`config.mk`:
```
export PLATFORM = sky130hd
export DESIGN_NAME = parking_occupancy_counter_flat
export DESIGN_NICKNAME = d
export VERILOG_FILES = /design/src/rtl/parking_occupancy_counter_if.sv /design/src/rtl/parking_occupancy_counter.sv /design/src/flat_wrapper.sv
export SDC_FILE = /design/constraint.sdc
export NUM_CORES = 1
export LEC_CHECK = 0
export ABC_AREA = 1
export ABC_CLOCK_PERIOD_IN_PS = 1800
export BUFFER_PORTS_ARGS = -buffer_cell sky130_fd_sc_hd__buf_2
export CORE_UTILIZATION = 52
export DETAILED_ROUTE_END_ITERATION = 7
export HOLD_SLACK_MARGIN = 0.08
export PLACE_DENSITY = 0.8
export REMOVE_ABC_BUFFERS = 1
export SYNTH_ARGS = -nofsm -noshare
export SYNTH_HDL_FRONTEND = slang
export SYNTH_SLANG_ARGS = --single-unit
```
`constraint.sdc`:
```
create_clock -name clk -period 1.8 [get_ports clk]
set_input_delay 0.36 -clock clk [delete_from_list [all_inputs] [get_ports clk]]
set_output_delay 0.36 -clock clk [all_outputs]
set_load 0.05 [all_outputs]
```
`src/rtl/parking_occupancy_counter_if.sv`:
```
// Handshake bundle between the entry/exit sequencer side and the occupancy counter.
// OCC_BCD_EN adds the decimal display outputs.
interface parking_occupancy_counter_if #(parameter int W = 5);
  logic         entrada;
  logic         salida;
  logic         load;
  logic [W-1:0] load_value;
  logic         err_clr;
  logic [W-1:0] count;
  logic         full;
  logic         empty;
  logic         cambio;
  logic         overflow_err;
  logic         underflow_err;
`ifdef OCC_BCD_EN
  logic [3:0]   bcd_dec;
  logic [3:0]   bcd_uni;
`endif

  modport master (
    output entrada, salida, load, load_value, err_clr,
    input  count, full, empty, cambio, overflow_err, underflow_err
`ifdef OCC_BCD_EN
    , input bcd_dec, bcd_uni
`endif
  );

  modport slave (
    input  entrada, salida, load, load_value, err_clr,
    output count, full, empty, cambio, overflow_err, underflow_err
`ifdef OCC_BCD_EN
    , output bcd_dec, bcd_uni
`endif
  );
endinterface

```
`src/rtl/parking_occupancy_counter.sv`:
```
// Parking lot occupancy counter: edge-detected entry/exit, saturating count, operator preset,
// sticky error flags. Define OCC_BCD_EN for registered tens/units outputs.
module parking_occupancy_counter #(
  parameter int CAPACIDAD = 20,
  parameter int W         = 5
) (
  input logic clk,
  input logic reset,
  parking_occupancy_counter_if.slave bus
);
  localparam logic [W-1:0] CAP_W = W'(CAPACIDAD);

  if (CAPACIDAD < 1 || CAPACIDAD > (2**W - 1)) begin : g_bad_cap
    $error("CAPACIDAD out of range for W");
  end
`ifdef OCC_BCD_EN
  if (CAPACIDAD > 99) begin : g_bad_bcd
    $error("CAPACIDAD must be <= 99 with BCD outputs");
  end
`endif

  logic [W-1:0] count_q, next_count, clamped;
  logic         ent_q, sal_q, ent_ev, sal_ev;
  logic         cambio_q, ovf_q, unf_q, ovf_set, unf_set;

  assign ent_ev  = bus.entrada & ~ent_q;
  assign sal_ev  = bus.salida  & ~sal_q;
  assign clamped = (bus.load_value > CAP_W) ? CAP_W : bus.load_value;

  // Load discards events; simultaneous entry+exit is a net-zero no-op even at the limits.
  always_comb begin
    next_count = count_q;
    ovf_set    = 1'b0;
    unf_set    = 1'b0;
    if (bus.load) begin
      next_count = clamped;
    end else if (ent_ev && !sal_ev) begin
      if (count_q == CAP_W) ovf_set = 1'b1;
      else                  next_count = count_q + W'(1);
    end else if (sal_ev && !ent_ev) begin
      if (count_q == '0) unf_set = 1'b1;
      else               next_count = count_q - W'(1);
    end
  end

  always_ff @(posedge clk) begin
    if (reset) begin
      count_q  <= '0;
      cambio_q <= 1'b0;
      ovf_q    <= 1'b0;
      unf_q    <= 1'b0;
      ent_q    <= 1'b0;
      sal_q    <= 1'b0;
    end else begin
      count_q  <= next_count;
      cambio_q <= (next_count != count_q);
      ovf_q    <= ovf_set | (ovf_q & ~bus.err_clr);
      unf_q    <= unf_set | (unf_q & ~bus.err_clr);
      ent_q    <= bus.entrada;
      sal_q    <= bus.salida;
    end
  end

  assign bus.count         = count_q;
  assign bus.full          = (count_q == CAP_W);
  assign bus.empty         = (count_q == '0);
  assign bus.cambio        = cambio_q;
  assign bus.overflow_err  = ovf_q;
  assign bus.underflow_err = unf_q;

`ifdef OCC_BCD_EN
  logic [3:0] dec_q, uni_q;

  // Derived from next_count so the digits land on the same edge as count.
  always_ff @(posedge clk) begin
    if (reset) begin
      dec_q <= '0;
      uni_q <= '0;
    end else begin
      dec_q <= 4'(next_count / W'(10));
      uni_q <= 4'(next_count % W'(10));
    end
  end

  assign bus.bcd_dec = dec_q;
  assign bus.bcd_uni = uni_q;
`endif
endmodule

```
`src/flat_wrapper.sv`:
```
// flat-port wrapper written by rule: the top's interface ports become plain ports
module parking_occupancy_counter_flat 
#(
  parameter int CAPACIDAD = 20,
  parameter int W         = 5
)
  (clk, reset, bus_entrada, bus_salida, bus_load, bus_load_value, bus_err_clr, bus_count, bus_full, bus_empty, bus_cambio, bus_overflow_err, bus_underflow_err);
  parking_occupancy_counter_if #(.W(W)) bus_i ();
  input logic clk;
  input logic reset;
  input wire logic [$bits(bus_i.entrada)-1:0] bus_entrada;
  input wire logic [$bits(bus_i.salida)-1:0] bus_salida;
  input wire logic [$bits(bus_i.load)-1:0] bus_load;
  input wire logic [$bits(bus_i.load_value)-1:0] bus_load_value;
  input wire logic [$bits(bus_i.err_clr)-1:0] bus_err_clr;
  output wire logic [$bits(bus_i.count)-1:0] bus_count;
  output wire logic [$bits(bus_i.full)-1:0] bus_full;
  output wire logic [$bits(bus_i.empty)-1:0] bus_empty;
  output wire logic [$bits(bus_i.cambio)-1:0] bus_cambio;
  output wire logic [$bits(bus_i.overflow_err)-1:0] bus_overflow_err;
  output wire logic [$bits(bus_i.underflow_err)-1:0] bus_underflow_err;
  assign bus_i.entrada = bus_entrada;
  assign bus_i.salida = bus_salida;
  assign bus_i.load = bus_load;
  assign bus_i.load_value = bus_load_value;
  assign bus_i.err_clr = bus_err_clr;
  assign bus_count = bus_i.count;
  assign bus_full = bus_i.full;
  assign bus_empty = bus_i.empty;
  assign bus_cambio = bus_i.cambio;
  assign bus_overflow_err = bus_i.overflow_err;
  assign bus_underflow_err = bus_i.underflow_err;
  parking_occupancy_counter #(.CAPACIDAD(CAPACIDAD), .W(W)) u_core (.clk(clk), .reset(reset), .bus(bus_i));
endmodule
```
Word level (Yosys, flattened, before mapping)
Cells that the tools add are included.
Word-level totals
  input bits: 11
  output and inout bits: 10
  word-level logic and storage cells: 38
  bits in registers: 10
Cells by class
  equal/unequal tests: 2
  order comparisons: 1
  add/sub/neg operators: 2
  reductions and logical operators: 5
  multiplexer cells: 13
  bitwise logic cells: 9
Operator list (number)
  $mux W5: 6
  $mux W1: 7
  $add A5 B1 Y5 const B: 1
  $eq A5 B5 Y1 const B: 1
  $gt A5 B5 Y1 const B: 1
  $logic_not A5 Y1: 1
  $ne A5 B5 Y1: 1
  $sub A5 B1 Y5 const B: 1
  $and A1 B1 Y1: 4
  $not A1 Y1: 3
  $logic_and A1 B1 Y1: 2
  $logic_not A1 Y1: 2
  $or A1 B1 Y1: 2

Logic depth before layout (Yosys ltp)
Gate-level depths: netlist of run 1.
  word-level depth: 8
  gate-level depth with buffers: 17
  depth with buffers taken out: 17

Least setup slack after synthesis of run 1
No wires, ideal clock.
  kind: flip-flop to flip-flop
  start point: register u_core.count_q[0], in the netlist u_core.bus.count[0]
  end point: register u_core.cambio_q, in the netlist u_core.bus.cambio
  setup time: 0.128 ns
  path buffers: 0
  arrival: 1.988 ns
  cell stages (with the launch flop): 15
  period minus slack after synthesis: 2.116 ns
  data required time: 1.672 ns
  slack: -0.316 ns
  cell sequence: dfxtp_1 -> inv_1 -> ha_1 -> inv_1 -> nor2_2 -> nand2_4 -> nand2_2 -> nand2_1 -> nand2_1 -> nand3_1 -> nand3_1 -> nand2_2 -> nand3_1 -> nor2_1 -> nor2_1
Between the ends
  word-level cells in the longest chain between the ends: 6
  elaborated cells between the ends (all ways): 10
  classes of those cells: add/sub (2); eq/ne (2); mux (5); reduce/logical (1)
RTL lines
  from (decl): RTL line parking_occupancy_counter.sv:22  | logic [W-1:0] count_q, next_count, clamped;
  from (signal assigned): RTL line parking_occupancy_counter.sv:55  | count_q <= next_count;
  $sub A5 B1 Y5 / $logic_not A5 Y1 (equally long branches): RTL line parking_occupancy_counter.sv:42, parking_occupancy_counter.sv:41
  $mux W5: RTL line parking_occupancy_counter.sv:41  | if (count_q == '0) unf_set = 1'b1;
  $mux W5: RTL line parking_occupancy_counter.sv:40  | end else if (sal_ev && !ent_ev) begin
  $mux W5: RTL line parking_occupancy_counter.sv:37  | end else if (ent_ev && !sal_ev) begin
  $mux W5: RTL line parking_occupancy_counter.sv:35  | if (bus.load) begin
  $ne A5 B5 Y1 (*): RTL line parking_occupancy_counter.sv:56  | cambio_q <= (next_count != count_q);
  to (signal assigned): RTL line parking_occupancy_counter.sv:56
  to (decl): RTL line parking_occupancy_counter.sv:24  | logic cambio_q, ovf_q, unf_q, ovf_set, unf_set;
Every way passes the cells marked *; elsewhere a longest branch is shown, timed or not.
A chain may end at the register's enable or synchronous reset.

Worst setup path in the final report of run 1
Same ends and word-level chain as after synthesis.

==> run summary, run 1 <==
The TritonCTS clock tree is yes. Of all nets on the critical path, the largest fanout is 6. The maximum clock skew at final layout is 5.95 ps. The average routed wire per standard cell is 12.6 um. Row generation in the floorplan step produced 14 rows.

Setup violations remaining at the end of the flow were counted as 0. The sequential cell area fraction in the yosys report is 0.227. The achievable frequency came out at 571 MHz. The post-synthesis share of cell area spent on and, or, nand and nor gates came out at 0.545. The first routing iteration left 46 violations. The fraction of final layout cells with drive strength greater than 1 is 0.356. The sort of element at the start of the critical path is a register. For the worst setup path, the data required time is 1960 ps.

The width of the die came out at 43.2 um. The fraction of the mapped netlist area in compound gates came out at 0.0611. The detail route stage leaves a number of antenna-violating nets equal to 0. The transition time at the pin with the least slew margin is 353 ps. The core area came out at 0.00154 sq mm. The number of library cell types mapped by synthesis is 23. The min-delay analysis places its worst path in the category input port to register. Clock tree synthesis selected as its root buffer the cell clkbuf_4. The synthesized area divided by synthesized cell count is 5.95 sq um. The number of global-route vias before repair is 908.

Of all cell types, the one taking the most synthesized area is dfxtp_1. The repair_antennas step left the layout with diodes totalling 0. For this design the static power due to leakage is 0.593 nW.

Clock-pin slew was measured on the worst setup and hold paths at 70 ps. For this run, design rule violations remaining after detail routing come to 0. In this run, CTS created clock tree buffers numbering 3.

The total number of clock tree sinks came out at 10. The number of fill cells in the layout is 137. The net count of the finished layout is 189. The cell-internal power is 0.480 mW. Of the post-synthesis cell area, the dominant cell type holds 0.227. After synthesis, the largest family of logic cells by area is simple AND/OR/NAND/NOR gates. The proportion of power drawn by flip-flops and latches came out at 0.309.

The synthesized-area fraction occupied by xor and xnor cells came out at 0.0199. The post-route met1 wirelength came out at 988 um. In the finished design, the share of the clock period the worst path needs comes to 0.972. The initial antenna violation count is 0. For the finished layout, the period the worst path requires is 1750 ps. The worst slack at placement is 13.8 ps.

The first detailed-routing pass took 4 iterations. In the routed layout, each cell is associated on average with a via count of 5.38. The die is 43.2 um tall.

The combinational cell fraction of total power came out at 0.439. The setup slack after layout came out at 49.7 ps. The count of endpoints failing hold in the final timing report was 0. The number of H-tree levels is 1. The kind of end point of the critical path is a register.

The number of buffer cells added on primary ports came out at 20. The congestion estimate from routability-driven global placement came to 0.862. Setup repair after global routing could not meet its margin everywhere. The wire length on met3 came out at 170 um. The analysis attributes to net switching a power of 0.340 mW. During synthesis, Yosys emitted a total of 0 warnings. The overall overflow remaining after global route came out at 0. The number of max-cap violations came out at 0.

The cell count after placement came out at 183. The highest metal layer carrying signal wires in the routed design is met4. The share of synthesized area spent on multiplexers came out at 0.

The fraction of power consumed by the clock network came out at 0.252. The sum of net half-perimeters after detailed placement came out at 1590 um. The gate count after technology mapping is 148. The area of the mapped netlist came out at 881 sq um. Measured against its own limit, the worst slew margin works out to 0.764. The wire length reported by the detailed router came out at 2390 um. The global-route wire length before repair came out at 3760 um. During I/O placement, the number of pins put on the boundary was 21. In this run, synthesis produced a sequential element count of 10. The die area is 0.00186 sq mm. The flow ran to the end, and the final reports show no timing, DRC or antenna violations. The total negative slack came out at 0 ps. The adder-cell share of the synthesized area came out at 0.0426. The global-route usage over all layers came out at 0.266.

The largest net degree at the start of global routing came out at 14. The routed wire length on met2 came out at 1160 um. The count of non-filler cells in the finished layout came out at 190. The worst path arrival time came out at 1910 ps.

The power per unit of standard cell area is 745 mW/mm^2. The number of buffers on the longest clock path came out at 2. The max-slew violation count was 0.

The initial cell density of the core is 0.571. Ranked by total cell area, the synthesized netlist is headed by dfxtp_1 23%, nand2_1 23%, nand3_1 11%. The area growth from synthesis to layout is 24.9%. The start-to-end type of the worst setup path is register to register.

Summing over every cut layer, the via total after detailed routing is 1,022. The clock insertion delay at the later pin of the skew report is 270 ps. The switching fraction of total power is 0.415. The highest ir drop seen on vdd is 0.525 mV.
==> cell usage in the layout (no fill, tap or decap), drive strengths merged <==
cell type / count
clkbuf: 4
o21ai: 3
buf: 26
ha: 3
nor2: 19
dfxtp: 10
nand2: 61
a21oi: 7
nand4: 2
xnor2: 1
nor3: 1
inv: 17
xor2: 1
nand3: 19
==> layout make-up <==
class                      instances  area [sq um]  share of cell area
multi-input combinational        117           622               0.565
sequential                        10           203               0.184
clock buffer                       4          36.3              0.0330
inverter                          17          68.8              0.0626
timing repair buffer              26           150               0.137
tap                               16          20.0              0.0182
==> cells in the mapped netlist, drive strengths merged <==
cell / n
ha: 3
inv: 17
nand2: 61
xor2: 1
xnor2: 1
clkbuf: 2
nor2: 19
a21oi: 7
o21ai: 3
nand3: 19
nand4: 2
dfxtp: 10
buf: 2
nor3: 1
==> metal layers <==
layer  up-vias  global-route usage
met2        50               0.457
met4         0               0.109
met3         9              0.0298
met5         -                   0
met1       447               0.331
li1        516                   -
==> power groups by stage <==
stage / clock network, mW / logic [mW] / registers (mW)
after floorplan: 0 / 0.189 / 0.305
after global placement: 0 / 0.310 / 0.253
after detailed placement: 0 / 0.317 / 0.254
after CTS: 0.208 / 0.327 / 0.250
after global routing: 0.222 / 0.396 / 0.255
final: 0.206 / 0.360 / 0.254
==> worst paths after layout <==
path,depth (start not counted),endpoint,slack (ps),start
worst max-delay path,15,u_core.bus.cambio,50,u_core.bus.count[0]
worst min-delay path,3,u_core.sal_q,330,bus_salida
worst max register to register,15,u_core.bus.cambio,50,u_core.bus.count[0]
worst min register to register,2,u_core.bus.underflow_err,460,u_core.bus.underflow_err
==> cell families (layout without fill, tap and decap cells) <==
kind of cell,after synthesis,after routing
compound gates,10,10
xor+xnor,2,2
fa+ha+maj,3,3
buf+inv,21,47
flops,10,10
simple gates,102,102
==> what timing repair did <==
item                                    CTS  global route
endpoints found under the setup margin    2             3
hold buffers                              0             0
setup buffers                             0             3
resized for setup                         3            13
pin swaps                                 0             5
==> state kept, by name, indices dropped and copies added (netlist names) <==
| register | cells |
|---|---|
| u_core.bus.count | 5 |
| u_core.bus.cambio | 1 |
| u_core.bus.overflow_err | 1 |
| u_core.bus.underflow_err | 1 |
| u_core.ent_q | 1 |
| u_core.sal_q | 1 |
==> worst max-delay path: stages, from the launching register on <==
cell and delay [ps]:
dfxtp_2 340, inv_4 80, ha_4 140, inv_1 40, nor2_2 140, nand2_4 100, nor2_4 140, nor2_1 50
nand2_1 60, nand2_1 80, nand2_2 90, nand2_1 60, nand2_1 90, nand3_2 80, nor2_1 90, nor2_1 40
==> metrics by stage <==
step	utilization	power (mW)	instance area [sq um]	hold WS (ps)
finish	0.713	0.819	1100	327
global route	0.713	0.873	1100	330
CTS	0.676	0.784	1040	328
detailed placement	0.646	0.571	996	455
global placement	0.646	0.564	996	451
floorplan	-	0.494	853	429
Power figures use the tool's default switching activity.
==> run 2: changes to the inputs <==
ABC_CLOCK_PERIOD_IN_PS = 1600   (was 1800)
CORE_UTILIZATION = 47   (was 52)
PLACE_DENSITY = 0.76   (was 0.8)
clock period = 1.6 ns   (was 1.8 ns; I/O delays follow)
==> run 2 against run 1 <==
  * The flow now finishes with violations (negative setup slack)
  * Combinational power is 43% higher
  * Register-to-register slack got worse by 170 ps
  * Cell count grew 14%
  * Global-route usage shrank 0.13 points
  * Sequential power grew 13%
  * Clock skew shrank 3.9 ps
  * Clock power is 13% higher
  * Power is 26% higher
  * Worst hold slack lost 36 ps
  * Flip-flop and latch count is the same
  * Non-clock buffer count is 18 higher
  * Critical path type is now register to output pin
==> run summary, run 2 (synthesized netlist as in run 1, its figures left out) <==
The required time of the critical path came out at 1280 ps (-680 ps). The maximum fanout encountered on the critical timing path is 2 (-4). The transition time at the pin with the least slew margin came out at 389 ps (+36.1 ps). TritonCTS built the clock tree.

The global-route wire length before repair is 3950 um (+4.9%). From synthesis to final layout, the design area changed by 51.8%. The sum of net half-perimeters after detailed placement is 1750 um (+9.8%). The clock insertion delay at the later pin of the skew report was 270 ps (about the same). The via total after detailed routing is 1,095 (+7.1%). The clock transition time at the flip-flop clock pins of the worst setup and hold paths is 70 ps (about the same).

The first-pass iteration count of the detailed router came out at 4 (unchanged). The final hold slack was 292 ps (-35.7 ps). The number of primary I/O pins came out at 21 (unchanged).

The final critical-path required period is 1730 ps. Dividing the final minimum period by the clock period gives 1.08. Setup repair after global routing could not meet its margin everywhere. The count of antenna diodes in the layout is 0 (unchanged). The number of H-tree levels came out at 1 (unchanged). The total power was 1.03 mW (+26%). The core area is 0.00175 sq mm (+13%). The number of buffer cells added on primary ports came out at 20 (unchanged).

The power per unit of standard cell area came to 773 mW/mm^2 (+3.8%). In this run the clock root is driven by a clkbuf_4. The number of global-route vias before repair came out at 960 (+5.7%). In the layout the commonest cells are 48 x nand2_1, 18 x nand3_1, 18 x buf_2.

The number of max-cap violations is 0 (unchanged). Leaving out fill and tap cells, the most frequent cell in the layout is nand2_1. The vertical die dimension was 45.3 um (+4.9%). The number of buffers on the longest clock path came to 2 (unchanged). The maximum clock skew at final layout is 2.01 ps (-3.94 ps). STA classifies the critical path endpoint as an output pin. The initial cell density of the core is 0.505 (-0.0668). The overall overflow remaining after global route is 0 (unchanged). The die area is 0.00205 sq mm (+10%). The layout net count came out at 207 (+9.5%). The average routed wire per standard cell is 12.4 um (-1.1%). The initial antenna violation count is 0 (unchanged). The total number of clock tree sinks came to 10 (unchanged). The row count came out at 15 (+1). The width of the die was 45.3 um (+4.9%). The critical path is of the register to output pin type. The largest net degree at the start of global routing came out at 14 (unchanged). The flip-flop count of the largest register, all copies and words added came out at 5 (unchanged). The number of fill cells in the layout came to 136 (-0.73%). The worst max-slew margin expressed relative to the limit came out at 0.740 (-0.0241). The checks that failed: negative setup slack. The final RePlAce weighted congestion is 0.825 (-4.3%). The highest ir drop seen on vdd was 0.748 mV (+42%). The flow ran to the end, but the final reports show violations.

The worst path arrival time is 1410 ps (-500 ps). The number of routed nets with antenna violations came to 0 (unchanged). The average via count per standard cell came out at 5.05 (-6.2%). The max-slew violation count is 0 (unchanged). The wire length reported by the detailed router came out at 2690 um (+13%). The leakage power summed over all cells was 0.691 nW (+17%).

The DRC marker count from the first detailed-route iteration came to 40 (-13%). The setup slack after layout is -130 ps (-179 ps). The fraction of final layout cells with drive strength greater than 1 came out at 0.464 (+0.107).

The number of setup violations in the final report is 5 (+5). The count of endpoints failing hold in the final timing report was 0 (unchanged). The utilization after layout is 0.766 (+0.0528). The achievable frequency is 578 MHz. The number of buffers created by CTS came to 3 (unchanged). The worst setup path is launched from a register. The global-route usage over all layers is 0.264 (-0.00133).

The post-detailed-route DRC marker count is 0 (unchanged). The quantity of hold-fixing buffers added after cts came out at 0 (unchanged). The min-delay analysis places its worst path in the category input port to register.
==> run 2: cell types whose count changed in the layout (fill, tap and decap cells not counted) <==
cell / delta
inv_2: +2
buf_6: +7
nand2_2: +4
buf_8: +2
inv_1: -2
nand2_4: -1
buf_4: +8
nor2_4: +1
nor2_2: +1
nor2_1: -2
ha_4: +2
nand2_1: -3
ha_1: -2
buf_12: +1
==> run 2: worst paths after layout <==
path / startpoint / end / slack (ps) / cells after the start
worst max-delay path: u_core.bus.count[0] / bus_full / -130 / 7
worst min-delay path: bus_entrada / u_core.ent_q / 290 / 3
worst max register to register: u_core.bus.count[0] / u_core.bus.count[2] / -120 / 16
worst min register to register: u_core.bus.overflow_err / u_core.bus.overflow_err / 460 / 2
==> run 2: cell type report <==
type,count,area [sq um],share of cell area
Multi-Input combinational cell,117,659,0.493
Timing Repair Buffer,44,339,0.254
Sequential cell,10,203,0.152
Inverter,17,68.8,0.0515
Clock buffer,4,36.3,0.0271
Tap cell,25,31.3,0.0234
==> run 2: per-stage QoR <==
step           instances  TNS [ps]  setup slack [ps]  cell area [sq um]
5_1_grt              217      -836              -222               1340
6_report             217      -495              -130               1340
4_1_cts              211      -173             -70.2               1230
3_3_place_gp         203     -37.9             -37.9               1100
3_5_place_dp         203     -94.2             -94.2               1100
2_1_floorplan        144     -2330              -540                853
==> run 2: report_power, final <==
group,switching [mW],internal (mW)
clock,0.0935,0.138
combinational,0.299,0.216
sequential,0.0208,0.266
total,0.414,0.620
==> run 2: repair_timing <==
item                                    4_1_cts  5_1_grt
pin swaps                                     5       14
hold endpoints to repair                      0        0
setup buffers                                 4        6
endpoints found under the setup margin        3        5
gates resized for setup                      21       16
==> run 2: metal layers <==
layer | wire, um | part of all wire | vias to the layer above | track usage
met2 | 1360 | 0.50 | 50 | 0.461
li1 | - | - | 551 | -
met4 | 25 | 0.0093 | 0 | 0.0970
met3 | 165 | 0.061 | 4 | 0.0560
met5 | 0 | 0 | - | 0
met1 | 1150 | 0.43 | 490 | 0.316
==> run 2: worst max-delay path: stages, from the launching register on <==
cell and delay [ps]:
dfxtp_2 350, inv_4 70, ha_4 150, buf_6 100, nand2_2 70, nor2_4 140
buf_6 120, buf_8 130
